## src/rtl/nvme_perst_pkg.sv

```systemverilog
// Shared types for the PERST# sequencer: FSM states, status codes and the
// state-to-output decode used by the controller's registered outputs.
package nvme_perst_pkg;

    typedef enum logic [2:0] {
        IDLE      = 3'd0,
        ASSERT    = 3'd1,
        SETTLE    = 3'd2,
        WAIT_LINK = 3'd3,
        HOLD      = 3'd4,
        ERROR     = 3'd5
    } state_e;

    typedef enum logic [1:0] {
        ST_NONE      = 2'd0,
        ST_OK        = 2'd1,
        ST_TIMEOUT   = 2'd2,
        ST_LINK_LOST = 2'd3
    } status_e;

    function automatic logic perst_level(input state_e s);
        return (s == ASSERT) || (s == HOLD);
    endfunction

    function automatic logic busy_level(input state_e s);
        return !((s == IDLE) || (s == ERROR));
    endfunction

endpackage

```

## src/rtl/nvme_perst_timer.sv

```systemverilog
// 32-bit loadable down-counter shared by the timed sequencer states.
// Expire is high while the count sits at zero; the count stops there.
module nvme_perst_timer #(
    parameter logic [31:0] RESET_VALUE = 32'd0
) (
    input  logic        clk,
    input  logic        srst_i,
    input  logic        load_i,
    input  logic [31:0] value_i,
    output logic        expire_o
);

    logic [31:0] count_q;

    always_ff @(posedge clk) begin
        if (srst_i) begin
            count_q <= RESET_VALUE;
        end else if (load_i) begin
            count_q <= value_i;
        end else if (count_q != 32'd0) begin
            count_q <= count_q - 32'd1;
        end
    end

    assign expire_o = (count_q == 32'd0);

endmodule

```

## src/rtl/nvme_perst_ctl.sv

```systemverilog
// PCIe PERST# sequencer: timed PERST pulse, settle window, link wait with
// retries, hold override, sticky status and a saturating PERST edge counter.
module nvme_perst_ctl
    import nvme_perst_pkg::*;
#(
    parameter int unsigned T_ASSERT     = 32'd25000000,
    parameter int unsigned T_SETTLE     = 32'd250000,
    parameter int unsigned T_LINK       = 32'd125000000,
    parameter int unsigned MAX_RETRY    = 32'd3,
    parameter bit          AUTO_RECOVER = 1'b0
) (
    input  logic        clk,
    input  logic        reset,
    input  logic        req_reset,
    input  logic        req_hold,
    input  logic        req_clear,
    input  logic        pcie_xx_link_up,
    input  logic        pcie_xx_init_done,
    output logic        pcie_perst,
    output logic        busy,
    output logic        done,
    output logic [1:0]  status,
    output logic [3:0]  retry_count,
    output logic [31:0] perst_count
);

    // The timer holds (duration - 1) on entry so each state lasts exactly its duration.
    localparam logic [31:0] LD_ASSERT = 32'(T_ASSERT - 32'd1);
    localparam logic [31:0] LD_SETTLE = 32'(T_SETTLE - 32'd1);
    localparam logic [31:0] LD_LINK   = 32'(T_LINK - 32'd1);

    state_e      state_q, state_d;
    status_e     status_q, status_d;
    logic [3:0]  retry_q, retry_d;
    logic        perst_q, perst_d;
    logic        busy_q, busy_d;
    logic        done_q, done_d;
    logic [31:0] perst_cnt_q;
    logic        link_q;
    logic        link_fall;
    logic        tmr_load;
    logic [31:0] tmr_value;
    logic        tmr_expire;

    nvme_perst_timer #(
        .RESET_VALUE(LD_ASSERT)
    ) u_timer (
        .clk     (clk),
        .srst_i  (reset),
        .load_i  (tmr_load),
        .value_i (tmr_value),
        .expire_o(tmr_expire)
    );

    assign link_fall = link_q && !pcie_xx_link_up;

    always_comb begin
        state_d   = state_q;
        status_d  = status_q;
        retry_d   = retry_q;
        done_d    = 1'b0;
        tmr_load  = 1'b0;
        tmr_value = 32'd0;
        if (req_hold) begin
            state_d = HOLD;
            retry_d = 4'd0;
        end else begin
            if (req_clear && (status_q == ST_LINK_LOST) && (state_q != ERROR)) begin
                status_d = ST_NONE;
            end
            case (state_q)
                IDLE: begin
                    if ((status_q == ST_OK) && link_fall) begin
                        status_d = ST_LINK_LOST;
                    end
                    if (req_reset || (AUTO_RECOVER && (status_q == ST_OK) && link_fall)) begin
                        state_d   = ASSERT;
                        retry_d   = 4'd0;
                        tmr_load  = 1'b1;
                        tmr_value = LD_ASSERT;
                    end
                end
                ASSERT: begin
                    if (tmr_expire) begin
                        state_d   = SETTLE;
                        tmr_load  = 1'b1;
                        tmr_value = LD_SETTLE;
                    end
                end
                SETTLE: begin
                    if (tmr_expire) begin
                        state_d   = WAIT_LINK;
                        tmr_load  = 1'b1;
                        tmr_value = LD_LINK;
                    end
                end
                WAIT_LINK: begin
                    // Success is tested first so it wins over a coincident expiry.
                    if (pcie_xx_link_up && pcie_xx_init_done) begin
                        state_d  = IDLE;
                        status_d = ST_OK;
                        done_d   = 1'b1;
                    end else if (tmr_expire) begin
                        if ({28'd0, retry_q} < MAX_RETRY) begin
                            state_d   = ASSERT;
                            retry_d   = retry_q + 4'd1;
                            tmr_load  = 1'b1;
                            tmr_value = LD_ASSERT;
                        end else begin
                            state_d  = ERROR;
                            status_d = ST_TIMEOUT;
                            done_d   = 1'b1;
                        end
                    end
                end
                HOLD: begin
                    state_d   = SETTLE;
                    tmr_load  = 1'b1;
                    tmr_value = LD_SETTLE;
                end
                ERROR: begin
                    if (req_clear) begin
                        state_d  = IDLE;
                        status_d = ST_NONE;
                        retry_d  = 4'd0;
                    end
                end
                default: begin
                    state_d = IDLE;
                end
            endcase
        end
        perst_d = perst_level(state_d);
        busy_d  = busy_level(state_d);
    end

    always_ff @(posedge clk) begin
        if (reset) begin
            state_q     <= ASSERT;
            status_q    <= ST_NONE;
            retry_q     <= 4'd0;
            perst_q     <= 1'b1;
            busy_q      <= 1'b1;
            done_q      <= 1'b0;
            perst_cnt_q <= 32'd1;
            link_q      <= 1'b0;
        end else begin
            state_q  <= state_d;
            status_q <= status_d;
            retry_q  <= retry_d;
            perst_q  <= perst_d;
            busy_q   <= busy_d;
            done_q   <= done_d;
            link_q   <= pcie_xx_link_up;
            if (perst_d && !perst_q && (perst_cnt_q != 32'hFFFF_FFFF)) begin
                perst_cnt_q <= perst_cnt_q + 32'd1;
            end
        end
    end

    assign pcie_perst  = perst_q;
    assign busy        = busy_q;
    assign done        = done_q;
    assign status      = status_q;
    assign retry_count = retry_q;
    assign perst_count = perst_cnt_q;

endmodule

```

## config.mk

```make
export PLATFORM = sky130hd
export DESIGN_NAME = nvme_perst_ctl
export DESIGN_NICKNAME = d
export VERILOG_FILES = /design/src/rtl/nvme_perst_pkg.sv /design/src/rtl/nvme_perst_timer.sv /design/src/rtl/nvme_perst_ctl.sv
export SDC_FILE = /design/constraint.sdc
export NUM_CORES = 1
export LEC_CHECK = 0
export CORE_ASPECT_RATIO = 0.6
export CORE_MARGIN = 2
export CORE_UTILIZATION = 56
export DETAILED_ROUTE_END_ITERATION = 12
export PLACE_DENSITY_LB_ADDON = 0.08
export SYNTH_ARGS = -nofsm -noshare
export SYNTH_HDL_FRONTEND = slang
export SYNTH_SLANG_ARGS = --single-unit
```

## constraint.sdc

```tcl
create_clock -name clk -period 3.85 [get_ports clk]
set_clock_uncertainty 0.1 [all_clocks]
set_input_delay 0.5775 -clock clk [delete_from_list [all_inputs] [get_ports clk]]
set_output_delay 0.5775 -clock clk [all_outputs]
set_load 0.02 [all_outputs]
```

## Yosys cells after proc, flatten, opt, wreduce, memory -nomap -nowiden

Index checks and enable logic that the tools add are counted.

| word-level totals | value |
|---|---|
| output and inout port bits | 41 |
| word-level logic and storage cells | 95 |
| flip-flop bits (word level) | 77 |
| input port bits | 7 |

| cells by class | value |
|---|---|
| $lt $le $gt $ge | 1 |
| reductions and logical operators | 22 |
| bitwise logic cells | 1 |
| add/subtract/negate cells | 3 |
| eq/ne operators | 17 |
| mux-type cells | 42 |

Operators with widths:

| cell | count |
|---|---|
| one-hot mux 27 bit (5 select lines) | 1 |
| two-way mux 25 bit | 4 |
| two-way mux 32 bit | 2 |
| two-way mux 27 bit | 2 |
| adder 32 x 1 -> 32 bit, second input constant | 1 |
| zero test 32 bit | 1 |
| inequality test 32 bit, second input constant | 1 |
| nonzero test 32 bit | 1 |
| subtractor 32 x 1 -> 32 bit, second input constant | 1 |
| two-way mux 3 bit | 8 |
| two-way mux 4 bit | 5 |
| two-way mux 18 bit | 1 |
| one-hot mux 3 bit (6 select lines) | 1 |
| equality test 3 bit, second input constant | 4 |
| two-way mux 2 bit | 6 |
| one-hot mux 4 bit (3 select lines) | 1 |
| inequality test 2 bit, second input constant | 5 |
| two-way mux 1 bit | 9 |
| logical AND 1 bit | 7 |
| equality test 3 x 1 -> 1 bit, second input constant | 2 |
| equality test 3 x 2 -> 1 bit, second input constant | 2 |
| zero test 3 bit | 2 |
| one-hot mux 2 bit (3 select lines) | 1 |
| AND reduction 6 bit | 1 |
| other kinds (13) | 17 |

## Longest topological paths before layout

| depth | value |
|---|---|
| depth after elaboration | 10 |
| gate-level depth with buffers | 11 |
| mapped depth without buffers | 9 |

## Modules after synthesis

From an unflattened synthesis, not the netlist that was laid out.

| unflattened totals | value |
|---|---|
| cell total of the unflattened synthesis | 539 |
| area total of the unflattened synthesis | 4,301.6 µm² |

Modules (own cells, without submodules):

| module | cells an instance | sequential area each (µm²) | area each (µm²) | times used |
|---|---|---|---|---|
| nvme_perst_ctl | 324 | 900.9 | 2,568.7 | 1 |
| nvme_perst_timer | 215 | 640.6 | 1,732.9 | 1 |

## Worst setup path after synthesis

Ideal clock, no wire load.

| timing | value |
|---|---|
| kind | reg2reg |
| start point | register u_timer.count_q[6] |
| end point | register perst_cnt_q[19] (netlist: perst_count[19]) |
| library setup time | 0.059 ns |
| path slack | 1.091 ns |
| cell stages (with the launch flop) | 11 |
| required time | 3.691 ns |
| path buffers | 3 |
| clock period less this slack | 2.759 ns |
| data arrival time | 2.600 ns |
| path through | dfxtp_1 or4_1 buf_4 nor4_4 and3_2 mux2i_1 buf_6 o21ai_1 buf_2 or4_1 nand2_1 |

| on the way | value |
|---|---|
| longest elaborated chain between the ends | 9 |

Ends and longest elaborated chain:

| element | RTL line | RTL |
|---|---|---|
| from (decl) | nvme_perst_timer.sv:13 | `logic [31:0] count_q;` |
| from (signal assigned) | nvme_perst_timer.sv:19 | `count_q <= value_i;` |
| from (signal assigned) | nvme_perst_timer.sv:21 | `count_q <= count_q - 32'd1;` |
| zero test 32 bit (*) | nvme_perst_timer.sv:25 | `assign expire_o = (count_q == 32'd0);` |
| two-way mux 3 bit | nvme_perst_ctl.sv:103 | `end else if (tmr_expire) begin` |
| two-way mux 3 bit | nvme_perst_ctl.sv:99 | `if (pcie_xx_link_up && pcie_xx_init_done) begin` |
| one-hot mux 3 bit (6 select lines) (*) | nvme_perst_ctl.sv:71 | `case (state_q)` |
| two-way mux 3 bit (*) | nvme_perst_ctl.sv:64 | `if (req_hold) begin` |
| equality test 3 x 1 -> 1 bit / equality test 3 bit (equally long branches) | nvme_perst_pkg.sv:22 | `return (s == ASSERT) \|\| (s == HOLD);` |
| logical OR 1 bit (*) | nvme_perst_pkg.sv:22 |  |
| logical AND 1 bit (*) (2 in series) | nvme_perst_ctl.sv:155 | `if (perst_d && !perst_q && (perst_cnt_q != 32'hFFFF_FFFF)) begin` |
| to (signal assigned) | nvme_perst_ctl.sv:156 | `perst_cnt_q <= perst_cnt_q + 32'd1;` |
| to (decl) | nvme_perst_ctl.sv:38 | `logic [31:0] perst_cnt_q;` |

Mark *: on every way between the ends. The rest lies on a longest branch, timed or not.
A chain may end at the register's enable or synchronous reset.

## Worst setup path in the final report

| timing | value |
|---|---|
| start point | register u_timer.count_q[6] |
| end point | register perst_cnt_q[24] (netlist: perst_count[24]) |

Same word-level chain as after synthesis.

==> metrics.md <==
| Metric | Value |
|---|---|
| Worst-Margin Slew | `a little over 800 ps` |
| Finished Cell Area | `just under 0.005 mm^2` |
| Post-DP HPWL | `7410 um` |
| Tmin final | `between 3000 and 4000 ps` |
| Root Buffer Master | `clkbuf_16` |
| Rows | `24` |
| RD Place Congestion | `approximately 0.94` |
| Final worst setup slack | `708 ps` |
| DIE WIDTH | `116 um` |
| Total grt overflow | `0` |
| Post-Route Setup TNS | `0 ps` |
| DIE AREA | `0.00820 mm^2` |
| I/O Pins | `48` |
| Cells after synthesis | `507` |
| Antenna cell count | `0` |
| Net Count, Synth | `517` |
| Crit Path Class | `reg2reg` |
| Hold Buf Count CTS | `0` |
| CTS clk-pin slew, worst paths | `60 ps` |
| Drt via density | `5.95` |
| Die height | `70.9 um` |
| DP Cell Count | `641` |
| Worst VDD drop | `about 0.18 mV` |
| Number of synthesized flops with an enable pin | `0` |
| Type of destination of the critical path | `register` |
| Final Core Density | `68.7%` |
| Seq cells post-synth | `between 70 and 80` |
| Min-Delay Path Class | `reg2reg` |
| Worst-Skew Late Latency | `330 ps` |
| Area grow syn2layout | `18.9%` |
| Dpl cell area | `0.00470 mm^2` |
| Most frequent cells after synthesis | `77 x dfxtp_1, 49 x nor2_1, 39 x a21oi_1, 38 x nand2_1, 31 x o21ai_0` |
| CP Data Required Time | `approximately 4000 ps` |
| Worst setup SP type | `register` |
| Worst EP arrival | `3310 ps` |
| Outcome | `completed` |
| Fin crit share | `81.6%` |
| Met1 WL | `between 5000 and 6000 um` |
| Hold_ws | `404 ps` |
| Finish-stage setup viols | `0` |
| Top cell type's share of synthesized area | `36.9%` |
| Pin count of the biggest net entering global routing | `48` |
| Met3 WL | `between 800 and 900 um` |
| WL final | `between 10000 and 15000 um` |
| Post-route ant nets | `0` |
| Max Slew Vio Count | `0` |
| # clock sinks | `77` |
| Comb pwr share | `8.0%` |
| All-Layer GR Usage | `27.1%` |
| Avg WL per Cell | `15.6 um` |
| Crit-path max FO | `19` |
| Final hold vios | `0` |
| Nets | `around 560` |
| Overall power | `1.76 mW` |
| Pre-CTS setup slack | `550 ps` |
| Clock power frac | `44.0%` |
| Maxcap violations | `0` |
| Initial antenna violation count | `0` |
| Sequential fraction of design power | `between 40% and 50%` |
| Top-count cell post-synth | `dfxtp_1` |
| Ys Warns | `0` |
| Seq/Total Area, Yosys | `36.9%` |
| Pre-antenna DRT Iters | `5` |
| I/O Buffers | `47` |
| Non-Filler Instances | `roughly 660` |
| Detailed-route DRC error count | `0` |
| Switching power | `between 0.4 and 0.5 mW` |
| Max Freq | `318 MHz` |
| Top_reg_cell synth | `dfxtp_1` |
| Synth area leaders | `dfxtp_1 37%, a21oi_1 4.7%, nor2_1 4.4%` |
| Starting Density | `slightly below 60%` |
| Sw Ratio | `between 20% and 30%` |
| Leakage | `~1.6 nW` |
| H-tree depth | `3` |
| Ys async rst share | `0%` |
| Pwr per Cell Area | `354 mW/mm^2` |
| Max layer used | `met4` |
| Cell taking the most area after synthesis | `dfxtp_1` |
| Share of cells above drive strength 1 | `around 7.8%` |
| Vias in the first global route | `3553` |
| Iteration-0 DRC Markers | `436` |
| RSZ-0062 raised after global routing | `no` |
| Met2 WL | `3980 um` |
| First-pass GRT wire length | `roughly 17000 um` |
| Post-CTS sizing | `0` |
| Clk buf depth | `2` |
| Via count of the routed design | `3895` |
| Post CTS Setup Buffer Count | `0` |
| CTS Buf Count | `9` |
| Core area | `roughly 0.0072 mm^2` |
| Syn avg cell area | `between 8 and 9 um^2` |
| CTS tree | `yes` |
| Cell Area, Synth | `between 0.004 and 0.005 mm^2` |
| Post-synth cell types | `64` |
| Internal power | `1.34 mW` |
| Slew HR | `44.2%` |
## final cells by class
| class | instances | area (um^2) |
|---|---|---|
| Clock buffer | 13 | 260 |
| Multi-Input combinational cell | 399 | 2490 |
| Timing Repair Buffer | 52 | 503 |
| Fill cell | 593 | 2270 |
| Clock inverter | 1 | 7.51 |
| Sequential cell | 77 | 1540 |
| Tap cell | 104 | 130 |
| Inverter | 9 | 33.8 |
## layout by cell type (no fill, tap or decap), types with 4 or more instances in the layout
cell | Yosys | final
buf_4 | 2 | 5
nor2_1 | 49 | 49
clkbuf_16 | 0 | 9
xor2_1 | 21 | 21
a31oi_1 | 4 | 4
or3_1 | 20 | 20
nor4_1 | 10 | 10
and3_1 | 5 | 5
o21ai_0 | 31 | 31
a211oi_1 | 4 | 4
o31ai_1 | 6 | 6
nand2b_1 | 9 | 9
clkdlybuf4s50_1 | 0 | 46
nand3_1 | 18 | 18
a21oi_1 | 39 | 39
a21o_1 | 4 | 4
nand2_1 | 38 | 38
nor3_1 | 22 | 22
and2_1 | 4 | 4
dfxtp_1 | 77 | 77
xnor2_1 | 16 | 16
nand4_1 | 13 | 13
inv_1 | 9 | 9
or4_1 | 15 | 15
nor2b_1 | 11 | 11
## worst max-delay path: stages, from the launching register on
cell and delay, ps:
dfxtp_1 340, or4_1 700, nor4_4 330, and3_2 270
mux2i_1 190, buf_4 210, o21ai_2 230, or4_1 560
a21oi_1 150
## routing by layer
metal	up-vias	global-route usage (%)
met1	1814	41.6
met3	13	8.23
met4	0	7.76
met2	146	36.1
li1	1922	-
met5	-	0
## power by group through the flow
stage | clock network [mW] | registers [mW] | logic (mW)
floorplan | 0 | 0.855 | 0.104
detailed placement | 0 | 0.861 | 0.140
finish | 0.773 | 0.845 | 0.141
CTS | 0.785 | 0.843 | 0.140
global placement | 0 | 0.860 | 0.138
global route | 0.822 | 0.847 | 0.158
## kinds of logic (layout without fill, tap and decap cells)
| group | after synthesis | after routing | synth area share [%] |
|---|---|---|---|
| AO/OA/AOI/OAI | 108 | 108 | 15.8 |
| XOR/XNOR | 37 | 37 | 7.75 |
| adder cells (fa/ha/maj) | 3 | 3 | 0.898 |
| buffers and inverters | 31 | 75 | 3.47 |
| flip-flops | 77 | 77 | 36.9 |
| multiplexers | 6 | 6 | 1.71 |
| AND/OR/NAND/NOR | 245 | 245 | 33.5 |
## sequential cells by signal, summed over array words and instances, names as in the netlist
signal	flops
link_q	1
u_timer.count_q	32
state_q	3
status	2
busy	1
retry_count	4
done	1
pcie_perst	1
perst_count	32
## worst paths after layout
path,slack [ps],to,from,cells past startpoint
worst max register to register,710,perst_count[24],u_timer.count_q[6],8
worst min register to register,400,perst_count[31],perst_count[31],2
worst max-delay path,710,perst_count[24],u_timer.count_q[6],8
worst min-delay path,400,perst_count[31],perst_count[31],2
No activity file was read; power rests on OpenSTA's default activity.
